<file path="src/rtl/ext_mem_arbiter.sv">
// Single-port external frame memory arbiter for write-back, reference fetch and display bursts.
// Optional EXT_ARB_PERF_CNT_EN adds busy-cycle and urgent-grant performance counters.
module ext_mem_arbiter #(
    parameter int unsigned AW = 26,
    parameter int unsigned LW = 6
) (
    input  logic          clk,
    input  logic          rst_n,
    input  logic          wr_req_i,
    input  logic [AW-1:0] wr_addr_i,
    input  logic [LW-1:0] wr_len_i,
    input  logic [31:0]   wr_data_i,
    output logic          wr_gnt_o,
    output logic          wr_beat_ack_o,
    input  logic          rd_req_i,
    input  logic [AW-1:0] rd_addr_i,
    input  logic [LW-1:0] rd_len_i,
    output logic          rd_gnt_o,
    output logic [63:0]   rd_data_o,
    output logic          rd_valid_o,
    input  logic          disp_req_i,
    input  logic [AW-1:0] disp_addr_i,
    input  logic [LW-1:0] disp_len_i,
    input  logic          disp_urgent_i,
    output logic          disp_gnt_o,
    output logic [63:0]   disp_data_o,
    output logic          disp_valid_o,
    output logic          mem_wr_o,
    output logic [AW-1:0] mem_wr_addr_o,
    output logic [31:0]   mem_wr_data_o,
    output logic [AW-1:0] mem_rd_addr_o,
    input  logic [63:0]   mem_rd_data_i,
    output logic          busy_o
`ifdef EXT_ARB_PERF_CNT_EN
    ,
    output logic [31:0]   perf_busy_cnt_o,
    output logic [31:0]   perf_urgent_cnt_o
`endif
);

    typedef enum logic [1:0] {S_IDLE, S_WR, S_RD, S_DISP} state_e;
    typedef enum logic [1:0] {SRC_WR = 2'd0, SRC_RD = 2'd1, SRC_DISP = 2'd2} src_e;

    state_e        state_q, state_d;
    src_e          ptr_q;
    logic [AW-1:0] addr_q;
    logic [LW-1:0] cnt_q;
    logic          wr_gnt_q, rd_gnt_q, disp_gnt_q;
    logic          wr_gnt_d, rd_gnt_d, disp_gnt_d;
    logic          mem_wr_q, busy_q;
    logic          rd_valid_q, disp_valid_q;

    logic [2:0]    req_c;
    src_e          ord0_c, ord1_c, ord2_c;
    src_e          win_c;
    logic          win_valid_c;
    logic          urgent_win_c;

    // Round-robin search order starts just after the last granted requester
    always_comb begin
        req_c = {disp_req_i, rd_req_i, wr_req_i};
        case (ptr_q)
            SRC_WR: begin
                ord0_c = SRC_RD;
                ord1_c = SRC_DISP;
                ord2_c = SRC_WR;
            end
            SRC_RD: begin
                ord0_c = SRC_DISP;
                ord1_c = SRC_WR;
                ord2_c = SRC_RD;
            end
            default: begin
                ord0_c = SRC_WR;
                ord1_c = SRC_RD;
                ord2_c = SRC_DISP;
            end
        endcase
    end

    always_comb begin
        win_c        = SRC_WR;
        win_valid_c  = 1'b0;
        urgent_win_c = 1'b0;
        if (disp_urgent_i && disp_req_i) begin
            win_c        = SRC_DISP;
            win_valid_c  = 1'b1;
            urgent_win_c = 1'b1;
        end else if (req_c[ord0_c]) begin
            win_c       = ord0_c;
            win_valid_c = 1'b1;
        end else if (req_c[ord1_c]) begin
            win_c       = ord1_c;
            win_valid_c = 1'b1;
        end else if (req_c[ord2_c]) begin
            win_c       = ord2_c;
            win_valid_c = 1'b1;
        end
    end

    // State register
    always_ff @(posedge clk or negedge rst_n) begin
        if (!rst_n) begin
            state_q <= S_IDLE;
        end else begin
            state_q <= state_d;
        end
    end

    // Next state and grant decode
    always_comb begin
        state_d    = state_q;
        wr_gnt_d   = 1'b0;
        rd_gnt_d   = 1'b0;
        disp_gnt_d = 1'b0;
        case (state_q)
            S_IDLE: begin
                if (win_valid_c) begin
                    case (win_c)
                        SRC_WR: begin
                            state_d  = S_WR;
                            wr_gnt_d = 1'b1;
                        end
                        SRC_RD: begin
                            state_d  = S_RD;
                            rd_gnt_d = 1'b1;
                        end
                        default: begin
                            state_d    = S_DISP;
                            disp_gnt_d = 1'b1;
                        end
                    endcase
                end
            end
            S_WR, S_RD, S_DISP: begin
                if (cnt_q == '0) begin
                    state_d = S_IDLE;
                end
            end
            default: state_d = S_IDLE;
        endcase
    end

    // Burst address/beat counter and registered outputs
    always_ff @(posedge clk or negedge rst_n) begin
        if (!rst_n) begin
            ptr_q        <= SRC_WR;
            addr_q       <= '0;
            cnt_q        <= '0;
            wr_gnt_q     <= 1'b0;
            rd_gnt_q     <= 1'b0;
            disp_gnt_q   <= 1'b0;
            mem_wr_q     <= 1'b0;
            busy_q       <= 1'b0;
            rd_valid_q   <= 1'b0;
            disp_valid_q <= 1'b0;
        end else begin
            if (state_q == S_IDLE) begin
                if (win_valid_c) begin
                    ptr_q <= win_c;
                    case (win_c)
                        SRC_WR: begin
                            addr_q <= wr_addr_i;
                            cnt_q  <= wr_len_i;
                        end
                        SRC_RD: begin
                            addr_q <= rd_addr_i;
                            cnt_q  <= rd_len_i;
                        end
                        default: begin
                            addr_q <= disp_addr_i;
                            cnt_q  <= disp_len_i;
                        end
                    endcase
                end
            end else begin
                addr_q <= addr_q + ((state_q == S_WR) ? AW'(4) : AW'(8));
                cnt_q  <= cnt_q - LW'(1);
            end
            wr_gnt_q     <= wr_gnt_d;
            rd_gnt_q     <= rd_gnt_d;
            disp_gnt_q   <= disp_gnt_d;
            mem_wr_q     <= (state_d == S_WR);
            busy_q       <= (state_d != S_IDLE);
            // Owner tag of the read issued this cycle; data returns next cycle
            rd_valid_q   <= (state_q == S_RD);
            disp_valid_q <= (state_q == S_DISP);
        end
    end

`ifdef EXT_ARB_PERF_CNT_EN
    logic [31:0] perf_busy_q, perf_urgent_q;

    always_ff @(posedge clk or negedge rst_n) begin
        if (!rst_n) begin
            perf_busy_q   <= '0;
            perf_urgent_q <= '0;
        end else begin
            if (busy_q) begin
                perf_busy_q <= perf_busy_q + 32'd1;
            end
            if ((state_q == S_IDLE) && urgent_win_c) begin
                perf_urgent_q <= perf_urgent_q + 32'd1;
            end
        end
    end

    assign perf_busy_cnt_o   = perf_busy_q;
    assign perf_urgent_cnt_o = perf_urgent_q;
`endif

    assign wr_gnt_o      = wr_gnt_q;
    assign rd_gnt_o      = rd_gnt_q;
    assign disp_gnt_o    = disp_gnt_q;
    assign wr_beat_ack_o = mem_wr_q;
    assign mem_wr_o      = mem_wr_q;
    assign mem_wr_addr_o = addr_q;
    assign mem_rd_addr_o = addr_q;
    assign busy_o        = busy_q;
    assign rd_valid_o    = rd_valid_q;
    assign disp_valid_o  = disp_valid_q;
    // Data paths are forwarded combinationally and held at zero when not valid
    assign mem_wr_data_o = mem_wr_q ? wr_data_i : 32'd0;
    assign rd_data_o     = rd_valid_q ? mem_rd_data_i : 64'd0;
    assign disp_data_o   = disp_valid_q ? mem_rd_data_i : 64'd0;

endmodule

</file>
<file path="config.mk">
export PLATFORM = sky130hd
export DESIGN_NAME = ext_mem_arbiter
export DESIGN_NICKNAME = d
export VERILOG_FILES = /design/src/rtl/ext_mem_arbiter.sv
export SDC_FILE = /design/constraint.sdc
export NUM_CORES = 1
export LEC_CHECK = 0
export BUFFER_PORTS_ARGS = -buffer_cell sky130_fd_sc_hd__buf_2
export CAP_MARGIN = 10
export CORE_AREA = 5 5 158 160
export DETAILED_ROUTE_END_ITERATION = 7
export DIE_AREA = 0 0 163 165
export HOLD_SLACK_MARGIN = 0.05
export PLACE_DENSITY = 0.52
export SETUP_SLACK_MARGIN = 0.2
export SLEW_MARGIN = 20
export SYNTH_ARGS = -nofsm -noshare
export SYNTH_HDL_FRONTEND = slang
export SYNTH_SLANG_ARGS = --single-unit
export TNS_END_PERCENT = 5
</file>
<file path="constraint.sdc">
create_clock -name clk -period 2.2 [get_ports clk]
set_clock_uncertainty 0.1 [all_clocks]
set_input_delay 0.44 -clock clk [delete_from_list [all_inputs] [get_ports clk]]
set_output_delay 0.44 -clock clk [all_outputs]
set_load 0.02 [all_outputs]
</file>
# --- Word level (Yosys, flattened, before mapping) ---
# Cells that the tools add are included.
word_totals:
  regBits: 43
  input_bits: 198
  output_inout_bits: 220
  word_cells: 72
classes:
  addsub: 2
  magnitude_cmp: 3
  eq_ne: 7
  muxes: 40
  n_reduce_logical: 9
op_table:
  columns: ["operator", "count"]
  rows:
  - ["$mux 64", 2]
  - ["$mux 26", 2]
  - ["$pmux 26 s2", 1]
  - ["$mux 32", 1]
  - ["$add 26x4->26", 1]
  - ["$pmux 2 s2", 5]
  - ["$mux 1", 16]
  - ["$mux 2", 6]
  - ["$mux 6", 2]
  - ["$pmux 6 s2", 1]
  - ["$lt 2x3->1 const B", 3]
  - ["$eq 2x1->1 const B", 4]
  - ["$bmux 1 s2", 3]
  - ["$logic_not 2->1", 3]
  - ["$logic_not 6->1", 1]
  - ["$sub 6x1->6 const B", 1]
  - ["$eq 2x2->1 const B", 2]
  - ["$mux 4", 1]
  - ["$reduce_or 3->1", 1]
  - ["$ne 2x2->1 const B", 1]
  - ["$reduce_and 2->1", 1]
  - ["$reduce_bool 2->1", 1]
  - ["$reduce_or 2->1", 1]
  - ["$logic_and 1x1->1", 1]

# --- Logic depth before layout (Yosys ltp) ---
# Gate-level depths: netlist of run 1.
depth:
  word_depth: 13
  ltp_mapped: 10
  mapped_depth_nobuf: 9

# --- Worst setup path after synthesis of run 1 ---
# OpenSTA, ideal clock, no wires.
synth_timing:
  path_type: "reg2reg"
  startpoint: "register state_q[1]"
  endpoint: "register addr_q[22], in the netlist mem_rd_addr_o[22]"
  arrival_time_ns: 2.099
  slack_ns: -0.122
  path_stages_with_launch: 10
  path_buffers: 1
  synth_period_minus_slack_ns: 2.322
  path_cell_list: "dfrtp_1 -> nand2b_1 -> inv_1 -> ha_1 -> fa_1 -> and2_1 -> buf_2 -> nand3_1 -> or3_1 -> o221a_2"
synth_via:
  elab_chain_cells: 4
  elab_cells_between_ends: 6
synth_rtl:
  columns: ["element", "line_no", "source"]
  rows:
  - ["start, declared", "44", "state_e state_q, state_d;"]
  - ["start signal, assigned", "106", "state_q <= state_d;"]
  - ["$eq 2x1->1", "177", "addr_q <= addr_q + ((state_q == S_WR) ? AW'(4) : AW'(8));"]
  - ["$mux 4", "177", null]
  - ["$add 26x4->26", "177", null]
  - ["$mux 26", "158", "if (state_q == S_IDLE) begin"]
  - ["end signal, assigned", "163", "addr_q <= wr_addr_i;"]
  - ["end signal, assigned", "167", "addr_q <= rd_addr_i;"]
  - ["end signal, assigned", "177", null]
  - ["end, declared", "46", "logic [AW-1:0] addr_q;"]
# Several ways; a longest one is shown, not always the timed one.
# A chain may end at the register's enable or synchronous reset.

# --- Worst setup path in the final report of run 1 ---
# Same ends and word-level chain as after synthesis.

==> results of run 1 <==
==> where the power goes <==
part           leakage (nW)  total, mW  switching, mW  internal [mW]
Clock                0.0868      0.889          0.324          0.565
Sequential            0.499       1.76          0.602           1.16
Combinational          3.25       6.47           3.94           2.52
Total                  3.84       9.12           4.87           4.25
==> worst max path at each step <==
stage,start,to,slack [ns]
6_report,state_q[1],mem_rd_addr_o[22],0.10
5_1_grt,state_q[1],mem_rd_addr_o[17],0.001
4_1_cts,state_q[1],mem_rd_addr_o[25],0.09
3_5_place_dp,state_q[1],mem_rd_addr_o[13],0.06
3_3_place_gp,state_q[1],mem_rd_addr_o[22],0.11
2_1_floorplan,state_q[1],mem_rd_addr_o[22],0.06
==> metrics by stage <==
stage          setup slack, ns  instance area [um2]  instances
2_1_floorplan           0.0577                 4340        589
5_1_grt                0.00143                 7080       1304
3_3_place_gp             0.107                 6800       1289
4_1_cts                 0.0869                 7070       1303
6_report                 0.105                 7080       1304
3_5_place_dp            0.0632                 6800       1289
==> worst register-to-register path: stages, from the launching register on <==
cell and delay (ns):
dfrtp_1 0.37, nand2b_4 0.15, inv_2 0.06, ha_4 0.13, fa_2 0.20, and2_4 0.17, nand3_4 0.11, or3_4 0.43
o221a_4 0.26
==> state kept, by name, summed over array words and instances, names as in the netlist <==
| signal | flops |
|---|---|
| state_q | 2 |
| rd_gnt_o | 1 |
| disp_gnt_o | 1 |
| cnt_q | 6 |
| disp_valid_o | 1 |
| busy_o | 1 |
| mem_rd_addr_o | 26 |
| mem_wr_o | 1 |
| ptr_q | 2 |
| rd_valid_o | 1 |
| wr_gnt_o | 1 |
==> metal layers <==
metal,up-vias,GRT usage (%)
met1,2629,20.4
li1,2771,-
met3,15,3.32
met5,-,0
met4,0,2.97
met2,267,31.3
==> area by class of cell <==
| type | count | area, um2 | area share [%] |
|---|---|---|---|
| well taps | 319 | 399 | 5.64 |
| inverters | 7 | 26.3 | 0.371 |
| flip-flops and latches | 43 | 1080 | 15.2 |
| clock inverters | 2 | 35.0 | 0.495 |
| repair buffers | 458 | 2520 | 35.5 |
| clock buffers | 6 | 139 | 1.96 |
| multi-input cells | 469 | 2890 | 40.8 |
==> cell families after synthesis <==
kind of cell | share of synthesized area (%)
simple gates | 41.9
flops | 25.1
fa+ha+maj | 1.63
compound gates | 19.6
buf+inv | 9.94
mux | 1.43
xor+xnor | 0.408
==> cells in the mapped netlist (all sizes together) (3+ instances only) <==
master and instances:
nand2 72, inv 7, nor3 15, dfrtp 43, nor2 49, a21oi 23, nor2b 3, a31o 14
nor4 3, o311ai 4, nand3 10, a211oi 9, ha 4, a31oi 11, buf 44, o221a 5
or3 3, and3 3, o21ai 20, o21a 3, a21o 7, nand4 5, mux2i 5, clkbuf 26
and4 4, and2 164, o31ai 3, nand2b 3
==> what timing repair did <==
action,in CTS,in global routing
endpoints found under the hold margin,18,0
pin swaps,3,1
gates resized for setup,10,1
buffers inserted,5,1
hold buffers,1,0
setup endpoints to repair,83,84
==> summary.txt, run 1 <==
Yosys
  – Top FF cell, synth: dfrtp_1
  – Asr flop ratio synth: 100%
  – Post-synthesis sequential area ratio: 25.1%
  – Post-synth EDFFs: 0
  – Avg Synthesized Cell Area: 7.29 um2
  – Synth warn: 0
  – Dominant cell type by area after synthesis: dfrtp_1
  – #FFs+latches synth: 43
  – Top cell type's share of synthesized area: 25.1%
  – Yosys cell types: 55
  – Synth top area cells: dfrtp_1, and2_1, nand2_1
  – Mapped Cells: 589
  – Post-Syn Area: 0.00429 mm2
  – Syn_nets: 792

STA
  – Setup violators final: 0
  – Setup TNS: 0 ns
  – Slew Limit Fails: 0
  – Minimum clock period: 2.10 ns
  – Fmax: 477 MHz
  – Actual slew at the worst max-slew pin: 0.500 ns
  – Final Hold Fails: 0
  – Worst hold slack: 0.346 ns
  – RSZ-0062 raised after global routing: true
  – Tcrit/Tclk final: 95.2%
  – Relative slew slack: 66.7%

Clock tree
  – Clock Pin Slew Worst Setup and Hold Paths: 0.06 ns
  – CTS Buffer Depth: 2
  – # clock sinks: 43
  – CTS buffer count: 5
  – CTS H-tree lvls: 2
  – Root Driver: clkbuf_16
  – CTS tree: done
  – Worst-skew pair later-pin latency: 0.29 ns

Final layout
  – Layout Area Growth over Synthesis: 65.0%
  – Layout fillers: 2,562
  – Most frequent cells in the layout: buf_2, and2_1, nand2_1
  – Nets: 1,187
  – Final Core Density: 30.4%
  – Share of layout cells above drive strength 1: 51.3%
  – Inserted Diodes: 0
  – Most common cell after layout, fill and taps aside: buf_2

Global route
  – Vias in the first global route: 5,564
  – Initial antenna violation count: 0
  – Grt ovf: 0
  – Total Routing Usage GR: 16.9%
  – First-pass GRT wire length: 34,400 um
  – Largest net degree at the start of global routing: 61

Pwr
  – Worst VDD drop: 0.000464 V
  – Pwr dens: 1290 mW/mm2
  – Total power: 9.12 mW
  – Leak pwr: 3.84 nW

Route
  – DR top layer: met4
  – DRT iter0 DRCs: 245
  – DRC: 0
  – Via count: 5,682
  – Post-route ant nets: 0
  – Met3 Wirelength: 1740 um
  – Vias per cell: 4.36
  – First-pass detailed-route iteration total: 4
  – Routed wire per std cell: 19.0 um
  – Wirelength, routed: 24,800 um
  – Met2 routed WL: 12,700 um
  – DRT met1 WL: 10,100 um

Status
  – Outcome: finished, final reports clean

Setup path
  – Crit path arrival time: 2.17 ns
  – Critical path depth: 8
  – Critical path buffer and inverter count: 1
  – Reg2Reg Depth: 8
  – CP required: 2.28 ns
  – Worst Path Max Fanout: 6
  – Critical path class: reg2reg
  – Critical Path Start Type: flip-flop
  – Worst r2r src: state_q[1]
  – Crit path cell chain: nand2b_4, inv_2, ha_4, fa_2, and2_4, nand3_4, or3_4, o221a_4
  – FF-to-FF setup slack: 0.10 ns
  – Worst flop-to-flop path endpoint: mem_rd_addr_o[22]
  – Slowest stage delay, CP: 0.43 ns
  – Crit path max-delay family: simple AND/OR/NAND/NOR gates
  – Critical Path End Type: flip-flop
  – Max stage delay cell, worst path: or3_4

Placement
  – IO Port Bufs: 417
  – GP Congestion: 0.880
  – HPWL Detailed: 21,000 um

Hold path
  – Hold_sp: disp_addr_i[20]
  – Hold Path Cell Cnt: 3
  – WHS Endpoint: mem_rd_addr_o[20]
  – Hold Path Class: in2reg

Die
  – Core ar.: 0.0233 mm2
  – I/O pins: 418
  – Initial Util: 18.5%
  – Rows: 56
  – Die Width: 163 um
  – Die Y: 165 um
  – DIE AREA: 0.0269 mm2

Run
  – Max Cap Viol: 0
(Power assumes the default switching activity.)
==> inputs of run 2 (changes only) <==
Settings changed: CELL_PAD_IN_SITES_DETAIL_PLACEMENT set to 1, CELL_PAD_IN_SITES_GLOBAL_PLACEMENT set to 1, PLACE_DENSITY 0.52 to 0.74.
==> run 2 against run 1 <==
Against the previous run: first-iteration DRC count increased by 17%; die area unchanged; hold slack worse by 0.29 ns; worst setup slack lost 0.0085 ns; combinational power is 6.0% higher; largest power group unchanged; sequential power is 10% lower; global-route usage increased by 0.65 points; sequential share of layout area decreased by 0.25 points; critical path type unchanged.
==> summary.txt, run 2 (synthesized netlist as in run 1, its figures left out) <==
Pwr
  – Leak pwr: 3.89 nW (+1.3%)
  – Worst VDD drop: 0.000558 V (+20%)
  – Comb pwr share: 74.4% (+3.5 points)
  – Pint: 4.24 mW (about the same)
  – Clk network pwr share: 8.4% (-1.4 points)
  – Total power: 9.21 mW (+1.0%)
  – Sequential share of power: 17.1% (-2.2 points)
  – Switching pwr: 4.97 mW (+2.0%)
  – Sw Share: 53.9% (+0.52 points)
  – Pwr dens: 1280 mW/mm2 (-0.41%)

Status
  – Outcome: finished, final reports clean

Setup path
  – Worst r2r src: state_q[1]
  – Reg2Reg Depth: 8 (unchanged)
  – Max stage delay cell, worst path: or3_4
  – Crit path max-delay family: simple AND/OR/NAND/NOR gates
  – Crit path cell chain: nand2b_4, inv_2, ha_4, fa_2, and2_4, nand3_4, or3_4, o221a_4
  – Critical Path Start Type: flip-flop
  – Critical path depth: 8 (unchanged)
  – Critical path buffer and inverter count: 1 (unchanged)
  – Critical path class: reg2reg
  – Worst flop-to-flop path endpoint: mem_rd_addr_o[24]
  – Crit path arrival time: 2.18 ns (about the same)
  – Slowest stage delay, CP: 0.41 ns (-0.02 ns)
  – CP required: 2.28 ns (about the same)
  – Worst Path Max Fanout: 5 (-1)
  – Critical Path End Type: flip-flop
  – FF-to-FF setup slack: 0.1 ns (about the same)

Final layout
  – Layout fillers: 3,010 (+17%)
  – Max reg flops: 26 (unchanged)
  – Final Core Density: 30.9% (+0.44 points)
  – Most common cell after layout, fill and taps aside: buf_2
  – Fin area: 0.00718 mm2 (+1.4%)
  – Share of layout cells above drive strength 1: 52.7% (+1.4 points)
  – Non-Filler Instances: 1,317 (+1.0%)
  – Layout Area Growth over Synthesis: 67.4%
  – Nets: 1,199 (+1.0%)
  – Most frequent cells in the layout: buf_2, and2_1, nand2_1

Die
  – Core ar.: 0.0233 mm2 (unchanged)
  – Die Y: 165 um (unchanged)
  – Initial Util: 18.5% (unchanged)
  – DIE AREA: 0.0269 mm2 (unchanged)
  – Die Width: 163 um (unchanged)
  – Rows: 56 (unchanged)
  – I/O pins: 418 (unchanged)

Clock tree
  – CTS Buffer Depth: 2 (unchanged)
  – CTS H-tree lvls: 2 (unchanged)
  – CTS tree: done
  – CTS buffer count: 5 (unchanged)
  – # clock sinks: 43 (unchanged)
  – Root Driver: clkbuf_16
  – Worst-skew pair later-pin latency: 0.29 ns (about the same)
  – Clock Pin Slew Worst Setup and Hold Paths: 0.06 ns (about the same)

Placement
  – HPWL Detailed: 21,500 um (+2.6%)
  – Inst Count DP: 1,300 (+0.85%)
  – IO Port Bufs: 417 (unchanged)
  – GP Congestion: 0.829 (-5.8%)
  – Post-DP Area: 0.00684 mm2 (+0.61%)

STA
  – Setup violators final: 0 (unchanged)
  – Minimum clock period: 2.10 ns (+0.00847 ns)
  – Slew Limit Fails: 0 (unchanged)
  – RSZ-0062 raised after global routing: true
  – Fmax: 475 MHz (-0.40%)
  – Actual slew at the worst max-slew pin: 0.624 ns (+0.124 ns)
  – Final Hold Fails: 0 (unchanged)
  – Relative slew slack: 58.4% (-8.2 points)
  – Tcrit/Tclk final: 95.6% (+0.38 points)
  – Setup TNS: 0 ns (unchanged)

Global route
  – Grt ovf: 0 (unchanged)
  – Total Routing Usage GR: 17.5% (+0.65 points)
  – First-pass GRT wire length: 36,500 um (+6.1%)
  – Largest net degree at the start of global routing: 66 (+8.2%)
  – Vias in the first global route: 6,208 (+12%)
  – Initial antenna violation count: 3 (+3)

Route
  – Via count: 5,910 (+4.0%)
  – Post-route ant nets: 0 (unchanged)
  – Vias per cell: 4.49 (+3.0%)
  – DRT iter0 DRCs: 286 (+17%)
  – DRC: 0 (unchanged)
  – Routed wire per std cell: 19.4 um (+2.1%)
  – Wirelength, routed: 25,500 um (+3.1%)
  – First-pass detailed-route iteration total: 4 (unchanged)

Hold path
  – Hold Path Class: in2async

Run
  – Max Cap Viol: 0 (unchanged)
## run 2: changes by cell type in the layout (fill, tap and decap cells not counted), moves of 2 or more
cell / delta
buf_12: -3
buf_4: +14
dfrtp_1: +2
dfrtp_2: -2
diode_2: +2
nand3_2: +2
## run 2: worst reg2reg max path, delay by kind of cell (launching register included)
kind                     cells  cell delay (ns)
AO/OA/AOI/OAI                1             0.26
adder cells (fa/ha/maj)      2             0.33
buffers and inverters        1             0.07
flip-flops                   1             0.38
AND/OR/NAND/NOR              4             0.87
## run 2: area by class of cell
| cell class | count | area (um2) | area share, % |
|---|---|---|---|
| diodes | 2 | 5.00 | 0.0697 |
| clock buffers | 6 | 139 | 1.93 |
| clock inverters | 1 | 5.00 | 0.0697 |
| inverters | 7 | 26.3 | 0.366 |
| multi-input cells | 470 | 2980 | 41.4 |
| flip-flops and latches | 43 | 1080 | 15.0 |
| well taps | 319 | 399 | 5.56 |
| repair buffers | 469 | 2560 | 35.6 |
## run 2: power by group through the flow
stage	clock, mW	sequential [mW]	combinational (mW)
2_1_floorplan	0	1.88	3.97
3_3_place_gp	0	1.57	6.54
3_5_place_dp	0	1.58	6.65
4_1_cts	0.785	1.57	6.79
5_1_grt	0.813	1.64	7.39
6_report	0.777	1.58	6.86
## run 2: metal layers
metal / GRT usage, % / wire length, um / vias up
li1: - / - / 2802
met1: 19.9 / 9800 / 2805
met2: 32.6 / 13100 / 267
met3: 4.17 / 1980 / 34
met4: 5.11 / 622 / 2
met5: 0 / 7 / -
## run 2: worst max path at each step
| stage | startpoint | to |
|---|---|---|
| 4_1_cts | state_q[1] | mem_rd_addr_o[22] |
| 3_3_place_gp | rd_req_i | mem_rd_addr_o[12] |
| 3_5_place_dp | rd_req_i | mem_rd_addr_o[15] |
| 2_1_floorplan | state_q[1] | mem_rd_addr_o[22] |
| 5_1_grt | state_q[1] | mem_rd_addr_o[22] |
| 6_report | state_q[1] | mem_rd_addr_o[24] |
## run 2: per-stage QoR
| step | worst slack (ns) | hold slack (ns) |
|---|---|---|
| CTS | 0.129 | 0.0733 |
| floorplan | 0.0577 | 0.0444 |
| detailed placement | 0.0341 | 0.395 |
| finish | 0.0963 | 0.0587 |
| global route | 0.0246 | 0.0948 |
| global placement | 0.121 | 0.382 |
## run 2: repair_timing
action / CTS / global route
endpoints found under the setup margin: 14 / 23
hold buffers: 0 / 0
endpoints found under the hold margin: 0 / 0
buffers inserted: 5 / 2
cloned: 1 / 0
pin swaps: 2 / 7
resized for setup: 9 / 15
==> inputs of run 3 (changes only) <==
Settings changed: REMOVE_ABC_BUFFERS set to 1.
==> run 3 against run 2 <==
Against the previous run: register-to-register slack is essentially flat; first-iteration DRC count up 3.5%; sequential power grew 3%; worst setup slack gained 0.0052 ns; non-clock buffer count fell by 8; critical path depth unchanged; clock-buffer cell count up 1; via count is 0.86% higher; maximum frequency up 0.25%; routed wire length is 14% higher; utilization fell by 0.38 points; hold slack better by 0.29 ns; critical path type unchanged; largest power group unchanged.
==> summary.txt, run 3 (synthesized netlist as in run 1, its figures left out) <==
Global route
  – Initial antenna violation count: 6 (+3)
  – Largest net degree at the start of global routing: 66 (unchanged)
  – First-pass GRT wire length: 40,300 um (+10%)
  – Total Routing Usage GR: 20.4% (+2.8 points)
  – Grt ovf: 0 (unchanged)
  – Vias in the first global route: 6,117 (-1.5%)

Pwr
  – Worst VDD drop: 0.000414 V (-26%)
  – Total power: 9.20 mW (about the same)
  – Leak pwr: 3.84 nW (-1.1%)
  – Pwr dens: 1300 mW/mm2 (+1.2%)

Clock tree
  – Clock Pin Slew Worst Setup and Hold Paths: 0.06 ns (about the same)
  – CTS Buffer Depth: 2 (unchanged)
  – CTS buffer count: 5 (unchanged)
  – CTS H-tree lvls: 2 (unchanged)
  – CTS tree: done
  – Worst-skew pair later-pin latency: 0.29 ns (about the same)
  – # clock sinks: 43 (unchanged)
  – Root Driver: clkbuf_16

Setup path
  – Reg2Reg Depth: 8 (unchanged)
  – Critical path class: reg2reg
  – Critical Path End Type: flip-flop
  – Worst Path Max Fanout: 3 (-2)
  – Critical Path Start Type: flip-flop
  – Crit path arrival time: 2.17 ns (about the same)
  – CP required: 2.28 ns (about the same)

STA
  – Setup TNS: 0 ns (unchanged)
  – Final Hold Fails: 0 (unchanged)
  – Slew Limit Fails: 0 (unchanged)
  – Setup violators final: 0 (unchanged)
  – Tcrit/Tclk final: 95.4% (-0.24 points)
  – Minimum clock period: 2.10 ns (-0.00518 ns)
  – RSZ-0062 raised after global routing: true
  – Fmax: 477 MHz (+0.25%)
  – Actual slew at the worst max-slew pin: 0.473 ns (-0.150 ns)
  – Relative slew slack: 68.4% (+10 points)

Final layout
  – Nets: 1,190 (-0.75%)
  – Share of layout cells above drive strength 1: 51.9% (-0.79 points)
  – Layout Area Growth over Synthesis: 65.3%
  – Final Core Density: 30.5% (-0.38 points)
  – Most frequent cells in the layout: buf_2, and2_1, nand2_1
  – Max reg flops: 26 (unchanged)
  – Fin area: 0.00710 mm2 (-1.2%)
  – Most common cell after layout, fill and taps aside: buf_2
  – Non-Filler Instances: 1,310 (-0.53%)

Placement
  – GP Congestion: 0.843 (+1.7%)
  – Post-DP Area: 0.00675 mm2 (-1.4%)
  – Inst Count DP: 1,291 (-0.69%)
  – IO Port Bufs: 417 (unchanged)
  – HPWL Detailed: 24,800 um (+15%)

Route
  – Wirelength, routed: 29,200 um (+14%)
  – DR top layer: met5
  – Met2 routed WL: 14,600 um (+11%)
  – Post-route ant nets: 0 (unchanged)
  – Via count: 5,961 (+0.86%)
  – Routed wire per std cell: 22.3 um (+15%)
  – DRT met1 WL: 10,400 um (+5.7%)
  – Vias per cell: 4.55 (+1.4%)
  – DRC: 0 (unchanged)
  – First-pass detailed-route iteration total: 4 (unchanged)
  – Met3 Wirelength: 2960 um (+50%)
  – DRT iter0 DRCs: 296 (+3.5%)

Run
  – Max Cap Viol: 0 (unchanged)

Die
  – Core ar.: 0.0233 mm2 (unchanged)
  – Die Width: 163 um (unchanged)
  – DIE AREA: 0.0269 mm2 (unchanged)
  – Rows: 56 (unchanged)
  – Initial Util: 18.5% (unchanged)
  – I/O pins: 418 (unchanged)
  – Die Y: 165 um (unchanged)

Hold path
  – Hold Path Cell Cnt: 3
  – Hold Path Class: in2reg

Status
  – Outcome: finished, final reports clean
## run 3: path summary, 6_finish.rpt
check,startpoint,endpoint,slack [ns]
worst max-delay path,state_q[1],mem_rd_addr_o[22],0.10
worst min-delay path,disp_addr_i[20],mem_rd_addr_o[20],0.35
worst max register to register,state_q[1],mem_rd_addr_o[22],0.10
worst min register to register,ptr_q[0],ptr_q[0],0.41
max in group asynchronous,rst_n,mem_rd_addr_o[4],0.87
min in group asynchronous,rst_n,mem_rd_addr_o[18],0.55
## run 3: timing repair
| item | CTS | global route |
|---|---|---|
| hold endpoints to repair | 17 | 0 |
| pin swaps | 4 | 3 |
| cloned | 1 | 0 |
| hold buffers | 1 | 0 |
| gates resized for setup | 29 | 4 |
| setup endpoints to repair | 19 | 30 |
| setup buffers | 6 | 0 |
## run 3: stage by stage
stage                     hold WS [ns]  setup slack (ns)
final                            0.353             0.102
after global routing             0.383            0.0224
after CTS                        0.340             0.126
after detailed placement         0.323           -0.0129
after global placement           0.320            0.0420
after floorplan                 0.0444             -1.37
## run 3: layer usage
metal / track usage [%] / vias up
met5: 0 / -
met1: 21.6 / 2878
met2: 36.1 / 256
met4: 8.16 / 2
met3: 8.16 / 45
li1: - / 2780
## run 3: layout make-up
cell class / instances / area, um2
clock inverter: 1 / 5.00
multi-input combinational: 469 / 2930
timing repair buffer: 461 / 2510
antenna: 3 / 7.51
tap: 319 / 399
fill: 2928 / 16200
inverter: 7 / 26.3
sequential: 43 / 1080
clock buffer: 7 / 133
## run 3: critical path, stage by stage, from the launching register on
cell and delay [ns]:
dfrtp_1 0.39, nand2b_4 0.17, inv_2 0.07, ha_4 0.13, fa_2 0.21, and2_4 0.17, nand3_4 0.09, or3_4 0.36
o221a_2 0.29
## run 3: power breakdown
part | internal (mW) | total (mW) | leakage, nW | switching, mW
combinational | 2.54 | 6.85 | 3.28 | 4.30
sequential | 1.16 | 1.62 | 0.501 | 0.459
clock | 0.421 | 0.739 | 0.0679 | 0.319
total | 4.13 | 9.20 | 3.84 | 5.08
